[config.mk]
export PLATFORM = sky130hd
export DESIGN_NAME = nibble_add_sequencer
export DESIGN_NICKNAME = d
export VERILOG_FILES = /design/src/rtl/nibble_add_pkg.sv /design/src/rtl/nibble_adder.sv /design/src/rtl/nibble_add_sequencer.sv
export SDC_FILE = /design/constraint.sdc
export NUM_CORES = 1
export LEC_CHECK = 0
export ABC_AREA = 0
export BUFFER_PORTS_ARGS = -buffer_cell sky130_fd_sc_hd__buf_2
export CAP_MARGIN = 0
export CORE_UTILIZATION = 45
export CTS_CLUSTER_DIAMETER = 120
export DETAILED_ROUTE_END_ITERATION = 7
export PLACE_DENSITY_LB_ADDON = 0.12
export SYNTH_ARGS = -nofsm -noshare
export SYNTH_HDL_FRONTEND = slang
export SYNTH_HIERARCHICAL = 1
export SYNTH_SLANG_ARGS = --single-unit
[constraint.sdc]
create_clock -name clk -period 3.5 [get_ports clk]
set_input_delay 0.35 -clock clk [delete_from_list [all_inputs] [get_ports clk]]
set_output_delay 0.35 -clock clk [all_outputs]
set_load 0.005 [all_outputs]
[src/rtl/nibble_add_pkg.sv]
// Purpose: shared types and constants for the nibble-serial adder sequencer.
// Contents: slice width, FSM state encoding, requester ID type.
package nibble_add_pkg;

    localparam int NIBBLE_W = 4;

    typedef enum logic [1:0] {
        IDLE = 2'd0,
        RUN  = 2'd1,
        DONE = 2'd2
    } state_t;

    typedef logic req_id_t;

endpackage

[src/rtl/nibble_adder.sv]
// Purpose: 4-bit ripple-carry adder slice built from full adders.
// Ports:
//   a, b  in  4  operand nibbles
//   cin   in  1  carry in
//   s     out 4  sum nibble
//   cout  out 1  carry out
module nibble_adder
    import nibble_add_pkg::*;
(
    input  logic [NIBBLE_W-1:0] a,
    input  logic [NIBBLE_W-1:0] b,
    input  logic                cin,
    output logic [NIBBLE_W-1:0] s,
    output logic                cout
);

    logic [NIBBLE_W:0] w_c;

    assign w_c[0] = cin;

    for (genvar i = 0; i < NIBBLE_W; i++) begin : g_fa
        assign s[i]       = a[i] ^ b[i] ^ w_c[i];
        assign w_c[i + 1] = (a[i] & b[i]) | (w_c[i] & (a[i] ^ b[i]));
    end

    assign cout = w_c[NIBBLE_W];

endmodule

[src/rtl/nibble_add_sequencer.sv]
// Purpose: time-shares one 4-bit adder slice between two requesters,
// adding W-bit operands one nibble per cycle (LS nibble first) and
// returning a W+1-bit sum tagged with the issuing requester's ID.
// Ports:
//   clk, rst                 clock, synchronous active-high reset
//   req0_valid / req0_ready  requester 0 handshake (ready is combinational)
//   req0_a, req0_b           requester 0 operands (W bits)
//   req1_*                   same for requester 1
//   rsp_valid / rsp_ready    result handshake
//   rsp_sum                  W+1-bit result, bit W is the final carry
//   rsp_id                   requester that issued the operation
//
// state | meaning
// IDLE  | arbitrate round-robin, accept one request
// RUN   | one nibble per cycle through the shared slice
// DONE  | result held on rsp_* until rsp_ready
module nibble_add_sequencer
    import nibble_add_pkg::*;
#(
    parameter int NIBBLES = 4
)
(
    input  logic                          clk,
    input  logic                          rst,
    input  logic                          req0_valid,
    output logic                          req0_ready,
    input  logic [NIBBLE_W*NIBBLES-1:0]   req0_a,
    input  logic [NIBBLE_W*NIBBLES-1:0]   req0_b,
    input  logic                          req1_valid,
    output logic                          req1_ready,
    input  logic [NIBBLE_W*NIBBLES-1:0]   req1_a,
    input  logic [NIBBLE_W*NIBBLES-1:0]   req1_b,
    output logic                          rsp_valid,
    input  logic                          rsp_ready,
    output logic [NIBBLE_W*NIBBLES:0]     rsp_sum,
    output logic                          rsp_id
);

    localparam int W     = NIBBLE_W * NIBBLES;
    localparam int IDX_W = (NIBBLES > 1) ? $clog2(NIBBLES) : 1;
    localparam logic [IDX_W-1:0] IDX_LAST = IDX_W'(NIBBLES - 1);

    state_t           r_state;
    logic [IDX_W-1:0] r_idx;
    logic             r_carry;
    logic [W-1:0]     r_a;
    logic [W-1:0]     r_b;
    logic [W:0]       r_res;
    req_id_t          r_id;
    req_id_t          r_last;
    logic             r_rsp_valid;

    logic                w_any_valid;
    req_id_t             w_gnt_id;
    logic                w_accept;
    logic [NIBBLE_W-1:0] w_a_nib;
    logic [NIBBLE_W-1:0] w_b_nib;
    logic [NIBBLE_W-1:0] w_sum_nib;
    logic                w_cout;

    // On a tie the requester that did not win last time is granted;
    // otherwise whichever one is valid (req1_valid alone selects ID 1).
    assign w_any_valid = req0_valid | req1_valid;
    assign w_gnt_id    = (req0_valid & req1_valid) ? ~r_last : req1_valid;
    assign w_accept    = (r_state == IDLE) & w_any_valid;
    assign req0_ready  = w_accept & (w_gnt_id == 1'b0);
    assign req1_ready  = w_accept & (w_gnt_id == 1'b1);

    assign w_a_nib = r_a[r_idx*NIBBLE_W +: NIBBLE_W];
    assign w_b_nib = r_b[r_idx*NIBBLE_W +: NIBBLE_W];

    nibble_adder u_slice (
        .a    (w_a_nib),
        .b    (w_b_nib),
        .cin  (r_carry),
        .s    (w_sum_nib),
        .cout (w_cout)
    );

    always_ff @(posedge clk) begin
        if (rst) begin
            r_state     <= IDLE;
            r_idx       <= '0;
            r_carry     <= 1'b0;
            r_a         <= '0;
            r_b         <= '0;
            r_res       <= '0;
            r_id        <= 1'b0;
            r_last      <= 1'b1;
            r_rsp_valid <= 1'b0;
        end else begin
            case (r_state)
                IDLE: begin
                    if (w_any_valid) begin
                        r_a     <= w_gnt_id ? req1_a : req0_a;
                        r_b     <= w_gnt_id ? req1_b : req0_b;
                        r_id    <= w_gnt_id;
                        r_last  <= w_gnt_id;
                        r_idx   <= '0;
                        r_carry <= 1'b0;
                        r_state <= RUN;
                    end
                end
                RUN: begin
                    r_res[r_idx*NIBBLE_W +: NIBBLE_W] <= w_sum_nib;
                    r_carry <= w_cout;
                    if (r_idx == IDX_LAST) begin
                        r_res[W]    <= w_cout;
                        r_idx       <= '0;
                        r_rsp_valid <= 1'b1;
                        r_state     <= DONE;
                    end else begin
                        r_idx <= r_idx + 1'b1;
                    end
                end
                DONE: begin
                    if (rsp_ready) begin
                        r_rsp_valid <= 1'b0;
                        r_state     <= IDLE;
                    end
                end
                default: begin
                    r_rsp_valid <= 1'b0;
                    r_state     <= IDLE;
                end
            endcase
        end
    end

    assign rsp_valid = r_rsp_valid;
    assign rsp_sum   = r_res;
    assign rsp_id    = r_id;

endmodule

Word level (Yosys, flattened, before mapping)
Index checks and enable logic that the tools add are counted.
W data, S select, Z words.
{"block": "totals", "register_bits": 57, "latchBits": 0, "ram_bits": 0, "romBits": 0, "in_bits": 69, "out_inout_bits": 21, "word_cells": 72, "n_memories": 0}
{"block": "op_classes", "n_addsub": 2, "multipliers": 0, "n_div": 0, "magnitude_cmp": 0, "n_eq_ne": 6, "shift": 4, "muxes": 17, "n_bitwise": 28, "reduce_logical": 6}
{"op": "$neg A4 Y34", "n": 1}
{"op": "$shift A4 B34 Y17 const A", "n": 1}
{"op": "$shiftx A4 B34 Y17", "n": 1}
{"op": "$mux W16", "n": 2}
{"op": "$shiftx A16 B5 Y4", "n": 2}
{"op": "$bwmux W17", "n": 1}
{"op": "$and A1 B1 Y1", "n": 12}
{"op": "$mux W2", "n": 5}
{"op": "$xor A1 B1 Y1", "n": 8}
{"op": "$ne A2 B2 Y1 const B", "n": 3}
{"op": "$pmux W2 S3", "n": 1}
{"op": "$reduce_and A3 Y1", "n": 2}
{"op": "$mux W1", "n": 5}
{"op": "$or A1 B1 Y1", "n": 5}
{"op": "$eq A2 B2 Y1 const B", "n": 2}
{"op": "$pmux W2 S2", "n": 1}
{"op": "$reduce_and A2 Y1", "n": 2}
{"op": "$not A1 Y1", "n": 3}
{"op": "$pmux W1 S3", "n": 1}
{"op": "$add A2 B1 Y2 const B", "n": 1}
{"op": "$eq A2 B1 Y1 const B", "n": 1}
{"op": "$logic_not A2 Y1", "n": 1}
{"op": "$pmux W1 S2", "n": 1}
{"op": "$reduce_bool A2 Y1", "n": 1}

Longest topological paths before layout
Gate-level depths: netlist of run 1.
{"block": "logic_depth", "depth_word": 12, "depth_mapped": 13, "ltp_nobuf": 11}

Cells and area by module
Netlist of run 1, hierarchy kept.
{"mod": "nibble_add_sequencer", "instances": 1, "cells_per_inst": 316, "area_each_um2": 2772.7, "seq_area_each_um2": 1141.1}
{"mod": "nibble_adder", "instances": 1, "cells_per_inst": 14, "area_each_um2": 117.6, "seq_area_each_um2": 0.0}

Worst setup path before layout of run 1
Ideal clock, no wire load.
{"block": "synth_timing", "path_type": "reg-to-reg", "from": "register r_idx[0]", "to": "register r_res[7], in the netlist rsp_sum[7]", "setup_time_ns": 0.070, "t_arrival_ns": 3.043, "required_ns": 3.430, "setup_slack_ns": 0.387, "stages_incl_launch_ff": 14, "n_path_buf": 2, "synth_period_minus_slack_ns": 3.113, "cell_sequence": "dfxtp_1 -> buf_2 -> buf_4 -> mux4_2 -> fa_1 -> inv_1 -> fa_1 -> inv_1 -> fa_1 -> inv_1 -> fa_1 -> inv_1 -> nand4_1 -> a21oi_1"}
{"block": "synth_via", "elab_chain_len": 11, "elab_cells_between_ends": 23, "classes_between": "add/sub: 1; shift: 4; mux: 1; bitwise: 17"}
{"item": "from (decl)", "line_no": "nibble_add_sequencer.sv:44", "source": "logic [IDX_W-1:0] r_idx;"}
{"item": "from (signal assigned)", "line_no": "nibble_add_sequencer.sv:113", "source": "r_idx <= r_idx + 1'b1;"}
{"item": "$shiftx A16 B5 Y4 (*)", "line_no": "nibble_add_sequencer.sv:70", "source": "assign w_b_nib = r_b[r_idx*NIBBLE_W +: NIBBLE_W];"}
{"item": "via w_b_nib[0]", "line_no": "nibble_add_sequencer.sv:57", "source": "logic [NIBBLE_W-1:0] w_b_nib;"}
{"item": "$xor A1 B1 Y1", "line_no": "nibble_adder.sv:23", "source": "assign w_c[i + 1] = (a[i] & b[i]) | (w_c[i] & (a[i] ^ b[i]));"}
{"item": "$and A1 B1 Y1", "line_no": "nibble_adder.sv:23"}
{"item": "$or A1 B1 Y1 (*)", "line_no": "nibble_adder.sv:23"}
{"item": "$and A1 B1 Y1 (*)", "line_no": "nibble_adder.sv:23"}
{"item": "$or A1 B1 Y1 (*)", "line_no": "nibble_adder.sv:23"}
{"item": "$and A1 B1 Y1 (*)", "line_no": "nibble_adder.sv:23"}
{"item": "$or A1 B1 Y1 (*)", "line_no": "nibble_adder.sv:23"}
{"item": "$xor A1 B1 Y1 (*)", "line_no": "nibble_adder.sv:22", "source": "assign s[i] = a[i] ^ b[i] ^ w_c[i];"}
{"item": "via w_sum_nib[3]", "line_no": "nibble_add_sequencer.sv:58", "source": "logic [NIBBLE_W-1:0] w_sum_nib;"}
{"item": "$shiftx A4 B34 Y17 (*)", "line_no": "nibble_add_sequencer.sv:105", "source": "r_res[r_idx*NIBBLE_W +: NIBBLE_W] <= w_sum_nib;"}
{"item": "$bwmux W17 (*)", "line_no": "nibble_add_sequencer.sv:105"}
{"item": "to (signal, indexed assignment)", "line_no": "nibble_add_sequencer.sv:105"}
{"item": "to (signal, indexed assignment)", "line_no": "nibble_add_sequencer.sv:108", "source": "r_res[W] <= w_cout;"}
{"item": "to (decl)", "line_no": "nibble_add_sequencer.sv:48", "source": "logic [W:0] r_res;"}
The timed path passes the listed nets; every way through them passes the cells marked *.
A chain may end at the register's enable or synchronous reset.

Worst setup path after layout of run 1
{"block": "layout_timing", "from": "register r_idx[0]", "to": "register r_res[3], in the netlist rsp_sum[3]"}
{"block": "layout_via", "elab_chain_len": 11, "elab_cells_between_ends": 23, "classes_between": "add/sub: 1; shift: 4; mux: 1; bitwise: 17"}
{"item": "$shiftx A16 B5 Y4 (*)", "line_no": "nibble_add_sequencer.sv:69", "source": "assign w_a_nib = r_a[r_idx*NIBBLE_W +: NIBBLE_W];"}
{"item": "via w_a_nib[0]", "line_no": "nibble_add_sequencer.sv:56", "source": "logic [NIBBLE_W-1:0] w_a_nib;"}
{"item": "$xor A1 B1 Y1", "line_no": "nibble_adder.sv:23"}
{"item": "$and A1 B1 Y1", "line_no": "nibble_adder.sv:23"}
{"item": "$or A1 B1 Y1 (*)", "line_no": "nibble_adder.sv:23"}
{"item": "$and A1 B1 Y1 (*)", "line_no": "nibble_adder.sv:23"}
{"item": "$or A1 B1 Y1 (*)", "line_no": "nibble_adder.sv:23"}
{"item": "$and A1 B1 Y1 (*)", "line_no": "nibble_adder.sv:23"}
{"item": "$or A1 B1 Y1 (*)", "line_no": "nibble_adder.sv:23"}
{"item": "$xor A1 B1 Y1 (*)", "line_no": "nibble_adder.sv:22"}
{"item": "via w_sum_nib[3]", "line_no": "nibble_add_sequencer.sv:58"}
{"item": "$shiftx A4 B34 Y17 (*)", "line_no": "nibble_add_sequencer.sv:105"}
{"item": "$bwmux W17 (*)", "line_no": "nibble_add_sequencer.sv:105"}
Marked as above.

==> flow_metrics.py, run 1 <==
metrics = {
    "power_and_ir_drop": {
        "powerDensity_nw_per_um2": 440.8,
        "ir_worst_vdd_mv": 0.3472,
        "p_leak_nw": 1.404,
        "power_mw": 1.548,
    },
    "timing": {
        "min_period_over_period_pct": 90.25,
        "fin_hold_ws_ps": 276.8,
        "clock-skew-final_ps": 6.580,
        "slew_viol_final": 0,
        "fmax_mhz": 316.6,
        "grt_setup_unrepaired": "false",
        "setup_tns_ps": 0,
        "setup_viol_count_final": 0,
        "tightest_slew_ps": 1029,
        "setup_slack_ps": 341.3,
        "relSlewSlack_pct": 31.42,
        "hold_viol_final": 0,
        "fin_crit_ps": 3159,
    },
    "min_path": {
        "hp-class": "in -> reg",
        "hold_depth": 3,
    },
    "layout": {
        "drive_gt1_share_pct": 31.39,
        "diodes": 0,
        "nNetsFinal": 483,
        "fin_util_pct": 57.95,
        "design_area_um2": 3512,
        "final_cells": 486,
        "syn_to_final_growth_pct": 21.52,
    },
    "clock_tree": {
        "cts_setup_buffers": 0,
        "cts_hold_buf": 0,
        "root_buffer": "clkbuf_8",
        "ctsHtreeMaxLevel": 3,
        "post_cts_resized": 0,
        "clkTransAtPathRegs_ps": 60,
        "max-clock-path-buffers": 2,
        "clock_sink_count": 57,
        "clkLatencyLatePin_ps": 330,
        "cts_tree": "built",
        "cts_buffers": 9,
    },
    "grt": {
        "overflow": 0,
        "grt_pass1_wl_um": 12180,
        "grt_start_max_net_pins": 58,
        "antenna_found_initial": 0,
        "grt_pass1_vias": 2510,
        "grt.total_usage_pct": 24.31,
    },
    "worst_setup_path": {
        "rr_startpoint": "r_idx[0]",
        "arrival_ps": 3410,
        "r2r_setup_slack_ps": 340,
        "critPathCaptureType": "flop",
        "crit_start": "r_idx[0]",
        "r2r_end": "rsp_sum[3]",
        "start_kind": "flop",
        "ff2ff_path_depth": 11,
        "crit_fanout": 7,
        "worstSetupEndpoint": "rsp_sum[3]",
        "cp.required_ps": 3750,
        "path_class": "reg -> reg",
    },
    "placed_design": {
        "dpl_worst_slack_ps": 358.3,
        "place_congestion": 0.8068,
        "dp_cells": 470,
        "dpl.hpwl_um": 5107,
        "dpl_cell_area_um2": 3319,
        "placement.io_buffers": 89,
    },
    "routing": {
        "drtPass1Iterations": 4,
        "ant_nets": 0,
        "drt_iter0_markers": 123,
        "routed_wl_um": 7396,
        "wire_per_inst_um": 15.22,
        "viasPerCell": 5.663,
        "vias": 2752,
        "drc": 0,
    },
    "yosys": {
        "yosys_register_bits": 57,
        "syn_inst": 330,
        "synth_fp_nets": 407,
        "syn_area_um2": 2890,
        "ys_seq_area_share_pct": 39.48,
        "synth.avg_cell_area_um2": 8.758,
        "yosysWarningCount": 6,
        "synth_cell_type_count": 34,
    },
    "die": {
        "ios": 90,
        "start_util_pct": 47.69,
        "num_rows": 28,
        "die_w_um": 82.14,
        "die_height_um": 82.14,
        "dieArea_um2": 6747,
        "core_area_um2": 6061,
    },
    "outcome": {
        "status": "completed",
    },
    "flow_run": {
        "cap_violations": 0,
    },
}
[worst min path at each step]
stage | endpoint | slack [ps] | startpoint
after CTS | r_b[11] | 260 | req0_b[11]
after global placement | rsp_sum[6] | 440 | rsp_sum[6]
after detailed placement | rsp_sum[6] | 440 | rsp_sum[6]
after floorplan | r_state[0] | 430 | rst
after global routing | r_a[14] | 270 | req0_a[14]
final | r_a[9] | 280 | req0_a[9]
[Yosys cell counts, drive strengths merged]
cell type  instances  area (µm²)
buf               25       156.4
o21ai             35       175.2
nand2             14       52.55
nor4bb             1       10.01
nor3b              1       12.51
nand2b             2       20.02
ha                 4       50.05
a31oi             32       200.2
nand4              8       50.05
inv               13       48.80
or3                1       6.260
a2111oi            1       10.01
nand3             65       325.3
a32oi              8       70.07
nor3               1       5.000
dfxtp             57        1141
a21boi             1       11.26
nand3b             5       37.54
nor2              12       61.31
nor2b              3       18.77
a21oi             15       75.07
fa                 4       80.08
clkbuf             8       30.03
and4bb             1       12.51
mux4               8       180.2
o211ai             3       37.54
and3               1       6.260
or2                1       6.260
[area by class of cell]
type                            count  area (µm²)
Inverter                           13       48.80
Multi-Input combinational cell    227        1523
Fill cell                         584        2549
Tap cell                           75       93.84
Timing Repair Buffer               98       513.0
Clock inverter                      2       10.01
Clock buffer                       14       182.7
Sequential cell                    57        1141
[metal layers]
metal / vias to the layer above / wire length, µm / global-route usage, %
met2: 78 / 3602 / 40.58
met4: 0 / 78 / 6.491
met5: - / 0 / 0
met1: 1291 / 3363 / 30.74
li1: 1375 / - / -
met3: 8 / 352 / 6.813
[kinds of logic (layout without fill, tap and decap cells)]
logic type                 count (synthesis)  count (layout)  share of synthesized area (%)
and+or+nand+nor                          116             116                          21.60
AOI/OAI and AO/OA                         95              95                          20.04
DFF                                       57              57                          39.48
buffers and inverters                     46             127                          8.138
adders and majority gates                  8               8                          4.502
muxes                                      8               8                          6.234
[report_power, final]
group          internal (mW)  switching, mW  total [mW]
combinational          0.109          0.146       0.255
sequential             0.685         0.0286       0.714
clock                  0.332          0.247       0.579
total                   1.13          0.422        1.55
[flip-flops by register name, summed over array words and instances (netlist names)]
register	flops
rsp_valid	1
r_b	16
r_carry	1
rsp_id	1
r_idx	2
r_last	1
rsp_sum	17
r_a	16
r_state	2
[critical path, cell delays in order (launching register included)]
cell and delay [ps]:
dfxtp_1 540, mux4_2 580, fa_1 420, inv_1 80, fa_1 170, inv_1 50, fa_1 360, inv_1 80
fa_1 400, inv_1 140, nand4_1 110, a21oi_1 150
[placed cells by master, fill, tap and decap left out, types with 2 or more instances in the layout]
cell type | synthesis | routed
a21oi_1 | 15 | 15
buf_2 | 17 | 89
nand4_1 | 8 | 8
a32oi_1 | 8 | 8
nand2_1 | 14 | 14
a31oi_1 | 32 | 32
nand3_1 | 65 | 65
buf_4 | 3 | 9
ha_1 | 4 | 4
o21ai_0 | 8 | 8
inv_1 | 13 | 13
clkbuf_8 | 0 | 13
fa_1 | 4 | 4
nand3b_1 | 5 | 5
clkinv_2 | 0 | 2
dfxtp_1 | 57 | 57
mux4_2 | 8 | 8
nor2b_1 | 3 | 3
nor2_1 | 11 | 10
o21ai_1 | 27 | 27
o211ai_2 | 3 | 3
Power figures use the tool's default switching activity.
==> run 2: changes to the inputs <==
--- a/config.mk
+++ b/config.mk
@@ -11,7 +11,7 @@
 export CORE_UTILIZATION = 45
 export CTS_CLUSTER_DIAMETER = 120
 export DETAILED_ROUTE_END_ITERATION = 7
-export PLACE_DENSITY_LB_ADDON = 0.12
+export PLACE_DENSITY = 0.79
 export SYNTH_ARGS = -nofsm -noshare
 export SYNTH_HDL_FRONTEND = slang
 export SYNTH_HIERARCHICAL = 1
==> constraint.sdc (replaced) <==
create_clock -name clk -period 2.73 [get_ports clk]
set_input_delay 0.273 -clock clk [delete_from_list [all_inputs] [get_ports clk]]
set_output_delay 0.273 -clock clk [all_outputs]
set_load 0.005 [all_outputs]
==> flow_metrics.py, run 2 (synthesis gave the netlist of run 1 again) <==
metrics = {
    "routing": {
        "met1_length_um": 3279,
        "dr_wl_met3_um": 496,
        "drt_iter0_markers": 149,
        "vias": 2827,
        "met2_length_um": 3539,
        "routed_wl_um": 7409,
        "drtPass1Iterations": 4,
        "drc": 0,
        "wire_per_inst_um": 15.12,
        "topRoutingLayerUsed": "met4",
        "viasPerCell": 5.769,
        "ant_nets": 0,
    },
    "worst_setup_path": {
        "critPathCaptureType": "flop",
        "max_stage_delay_ps": 520,
        "start_kind": "flop",
        "crit_family": "adder cells",
        "cp_slowest_cell": "mux4_2",
        "crit_start": "r_idx[0]",
        "arrival_ps": 3030,
        "path_class": "reg -> reg",
        "rr_startpoint": "r_idx[0]",
        "cp.required_ps": 2990,
        "path_cells": "mux4_2, fa_2, inv_2, fa_2, inv_2, fa_2, inv_2, fa_1, inv_2, nand4_1, a21oi_1",
        "crit_fanout": 4,
        "critPathBufInv": 4,
        "crit_top_cell": "inv_2",
    },
    "clock_tree": {
        "ctsHtreeMaxLevel": 3,
        "max-clock-path-buffers": 2,
        "cts_tree": "built",
        "cts_buffers": 9,
        "clock_sink_count": 57,
        "root_buffer": "clkbuf_8",
        "clkTransAtPathRegs_ps": 70,
        "clkLatencyLatePin_ps": 330,
    },
    "die": {
        "die_height_um": 82.14,
        "num_rows": 28,
        "start_util_pct": 47.69,
        "die_w_um": 82.14,
        "ios": 90,
        "dieArea_um2": 6747,
        "core_area_um2": 6061,
    },
    "power_and_ir_drop": {
        "power_mw": 2.094,
        "powerDensity_nw_per_um2": 584.4,
        "p_leak_nw": 1.426,
        "ir_worst_vdd_mv": 0.4089,
    },
    "layout": {
        "multi_input_comb_area_um2": 1530,
        "largest_register_ffs": 17,
        "fin_util_pct": 59.12,
        "mostFrequentLayoutCells": "buf_2, nand3_1, dfxtp_1",
        "num-fill-cells": 554,
        "nNetsFinal": 487,
        "syn_to_final_growth_pct": 23.98,
        "diodes": 0,
        "drive_gt1_share_pct": 33.98,
        "seq_area_um2": 1145,
        "final_common_cell": "buf_2",
    },
    "outcome": {
        "status": "finished, violations left",
        "violations": "negative setup slack",
    },
    "grt": {
        "grt_pass1_vias": 2661,
        "overflow": 0,
        "grt_pass1_wl_um": 12300,
        "grt_start_max_net_pins": 58,
        "grt.total_usage_pct": 24.14,
        "antenna_found_initial": 0,
    },
    "timing": {
        "slew_viol_final": 0,
        "setup_viol_count_final": 2,
        "setup_tns_ps": -74.90,
        "fin_crit_ps": 2773,
        "grt_setup_unrepaired": "true",
        "fin_hold_ws_ps": 197.9,
        "tightest_slew_ps": 1020,
        "clock-skew-final_ps": 3.978,
        "fmax_mhz": 360.6,
        "hold_viol_final": 0,
        "relSlewSlack_pct": 32.00,
        "setup_slack_ps": -43.00,
        "min_period_over_period_pct": 101.6,
    },
    "min_path": {
        "min_from": "req0_a[2]",
        "hp-class": "in -> reg",
    },
    "flow_run": {
        "cap_violations": 0,
    },
    "placed_design": {
        "dpl.hpwl_um": 5175,
        "place_congestion": 0.8199,
        "placement.io_buffers": 89,
        "dpl_worst_slack_ps": -70.05,
    },
}
## run 2: cell count changes in the layout (fill, tap and decap cells not counted), sizes merged
cell      before  now
clkinvlp       0    1
bufinv         0    2
clkinv         2    3
clkbuf        14   10
buf           98  102
## run 2: final cells by class
| cell class | instances | share of cell area (%) |
|---|---|---|
| multi-input combinational | 227 | 42.70 |
| clock buffer | 10 | 3.561 |
| timing repair buffer | 102 | 15.50 |
| tap | 75 | 2.619 |
| sequential | 57 | 31.95 |
| clock inverter | 6 | 2.304 |
| inverter | 13 | 1.362 |
## run 2: power breakdown
part	switching (mW)	internal (mW)	total [mW]	leakage (nW)
Combinational	0.196	0.150	0.346	0.853
Clock	0.332	0.509	0.841	0.106
Sequential	0.0293	0.878	0.908	0.466
Total	0.558	1.54	2.09	1.43
## run 2: timing repair
item	in CTS	in global routing
setup buffers	0	1
pin swaps	1	4
resized for setup	2	0
hold buffers	0	0
endpoints found under the setup margin	4	4
## run 2: path summary, 6_finish.rpt
| check | cells after the start | slack, ps | end |
|---|---|---|---|
| max | 11 | -40 | rsp_sum[3] |
| min | 3 | 200 | r_a[2] |
| max reg2reg | 11 | -40 | rsp_sum[3] |
| min reg2reg | 2 | 450 | rsp_sum[6] |
## run 2: worst reg2reg max path, cell delays in order (launching register included)
cell,delay (ps)
dfxtp_4,370
mux4_2,520
fa_2,400
inv_2,60
fa_2,180
inv_2,40
fa_2,330
inv_2,70
fa_1,410
inv_2,100
nand4_1,100
a21oi_1,140
## run 2: per-layer routing
layer  vias up  GRT usage (%)
met3        12          7.143
li1       1384              -
met5         -              0
met4         0          6.491
met2       102          37.19
met1      1329          32.83
## run 2: metrics by stage
stage | area, µm² | cells
floorplan | 2909 | 330
global placement | 3363 | 473
detailed placement | 3363 | 473
CTS | 3576 | 489
global route | 3583 | 490
finish | 3583 | 490
==> run 3: changes to the inputs <==
--- a/config.mk
+++ b/config.mk
@@ -8,10 +8,10 @@
 export ABC_AREA = 0
 export BUFFER_PORTS_ARGS = -buffer_cell sky130_fd_sc_hd__buf_2
 export CAP_MARGIN = 0
-export CORE_UTILIZATION = 45
+export CORE_UTILIZATION = 46
 export CTS_CLUSTER_DIAMETER = 120
 export DETAILED_ROUTE_END_ITERATION = 7
-export PLACE_DENSITY = 0.79
+export PLACE_DENSITY = 0.81
 export SYNTH_ARGS = -nofsm -noshare
 export SYNTH_HDL_FRONTEND = slang
 export SYNTH_HIERARCHICAL = 1
==> flow_metrics.py, run 3 (synthesis gave the netlist of run 1 again) <==
metrics = {
    "die": {
        "ios": 90,
        "die_height_um": 81.27,
        "die_w_um": 81.27,
        "dieArea_um2": 6604,
        "core_area_um2": 5991,
        "start_util_pct": 48.25,
        "num_rows": 28,
    },
    "layout": {
        "largest_register_ffs": 17,
        "multi_input_comb_area_um2": 1534,
        "mostFrequentLayoutCells": "buf_2, nand3_1, dfxtp_1",
        "nNetsFinal": 486,
        "final_common_cell": "buf_2",
        "syn_to_final_growth_pct": 25.71,
        "num-fill-cells": 495,
        "seq_area_um2": 1145,
        "diodes": 0,
        "drive_gt1_share_pct": 34.30,
        "design_area_um2": 3633,
    },
    "worst_setup_path": {
        "cp.required_ps": 3000,
        "crit_top_cell": "inv_2",
        "critPathCaptureType": "flop",
        "cp_slowest_cell": "mux4_2",
        "start_kind": "flop",
        "path_cells": "mux4_2, fa_2, inv_2, fa_2, inv_2, fa_2, inv_2, fa_1, inv_2, nand4_1, a21oi_2",
        "max_stage_delay_ps": 520,
        "crit_fanout": 4,
        "path_class": "reg -> reg",
        "arrival_ps": 3080,
    },
    "grt": {
        "grt_pass1_vias": 2686,
        "grt_start_max_net_pins": 58,
        "overflow": 0,
        "grt_pass1_wl_um": 12300,
        "grt.total_usage_pct": 24.73,
        "antenna_found_initial": 0,
    },
    "routing": {
        "wire_per_inst_um": 15.42,
        "drc": 0,
        "drtPass1Iterations": 4,
        "ant_nets": 0,
        "vias": 2874,
        "routed_wl_um": 7539,
        "drt_iter0_markers": 165,
        "viasPerCell": 5.877,
    },
    "placed_design": {
        "dpl_cell_area_um2": 3351,
        "place_congestion": 0.8117,
        "placement.io_buffers": 89,
        "dpl.hpwl_um": 5278,
    },
    "timing": {
        "tightest_slew_ps": 1243,
        "fin_hold_ws_ps": 192.5,
        "fmax_mhz": 355.4,
        "clock-skew-final_ps": 5.769,
        "fin_crit_ps": 2814,
        "setup_viol_count_final": 4,
        "grt_setup_unrepaired": "true",
        "setup_slack_ps": -83.60,
        "relSlewSlack_pct": 17.05,
        "min_period_over_period_pct": 103.1,
        "hold_viol_final": 0,
        "slew_viol_final": 0,
    },
    "clock_tree": {
        "clkTransAtPathRegs_ps": 70,
        "cts_buffers": 9,
        "clock_sink_count": 57,
        "ctsHtreeMaxLevel": 3,
        "cts_setup_buffers": 0,
        "cts_tree": "built",
        "cts_hold_buf": 0,
        "clkLatencyLatePin_ps": 340,
        "max-clock-path-buffers": 2,
        "root_buffer": "clkbuf_8",
    },
    "power_and_ir_drop": {
        "ir_worst_vdd_mv": 0.3498,
        "powerDensity_nw_per_um2": 644.8,
        "p_leak_nw": 1.451,
    },
    "min_path": {
        "hp-class": "in -> reg",
    },
    "outcome": {
        "status": "finished, violations left",
        "violations": "negative setup slack",
    },
    "flow_run": {
        "cap_violations": 0,
    },
}
==> run 3: power breakdown <==
group	total, mW	switching, mW	internal [mW]
logic	0.336	0.191	0.145
clock network	1.10	0.348	0.747
registers	0.911	0.0330	0.878
==> run 3: per-layer routing <==
| layer | track usage, % | vias up | part of all wire (%) |
|---|---|---|---|
| li1 | - | 1389 | - |
| met1 | 30.95 | 1355 | 44 |
| met2 | 40.58 | 115 | 48 |
| met3 | 5.056 | 15 | 6.4 |
| met4 | 11.43 | 0 | 2.0 |
| met5 | 0 | - | 0 |
==> run 3: final cells by class <==
cell class              instances  share of cell area [%]
multi-input cells             227                   42.22
flip-flops and latches         57                   31.51
repair buffers                101                   14.74
clock buffers                  11                   4.167
clock inverters                 5                   3.444
well taps                      75                   2.583
inverters                      13                   1.343
==> run 3: what timing repair did <==
action / CTS / global route
pin swaps: 1 / 1
endpoints found under the setup margin: 4 / 4
gates resized for setup: 2 / 1
==> run 3: path summary, 6_finish.rpt <==
check             start          to  slack, ps  cells after the start
min reg2reg  rsp_sum[1]  rsp_sum[1]        450                      2
max            r_idx[0]  rsp_sum[7]        -80                     11
max reg2reg    r_idx[0]  rsp_sum[7]        -80                     11
min          req0_b[13]     r_b[13]        190                      3
==> run 3: worst max-delay path, delay by kind of cell (launching register included) <==
family	cells	cell delay (ps)
adder cells (fa/ha/maj)	4	1330
multiplexers	1	520
flip-flops	1	370
buffers and inverters	4	270
AO/OA/AOI/OAI	1	130
AND/OR/NAND/NOR	1	120
==> run 3: metrics by stage <==
| stage | setup TNS (ps) | power (mW) | util, % | worst slack [ps] | cells |
|---|---|---|---|---|---|
| after detailed placement | -205.7 | 1.263 | 55.93 | -93.33 | 473 |
| after global placement | -29.87 | 1.253 | 55.93 | -15.52 | 473 |
| after global routing | -577.3 | 2.421 | 60.65 | -174.7 | 489 |
| after floorplan | -406.9 | 1.154 | - | -123.2 | 330 |
| final | -185.8 | 2.343 | 60.65 | -83.60 | 489 |
| after CTS | -206.1 | 2.350 | 60.59 | -89.28 | 489 |
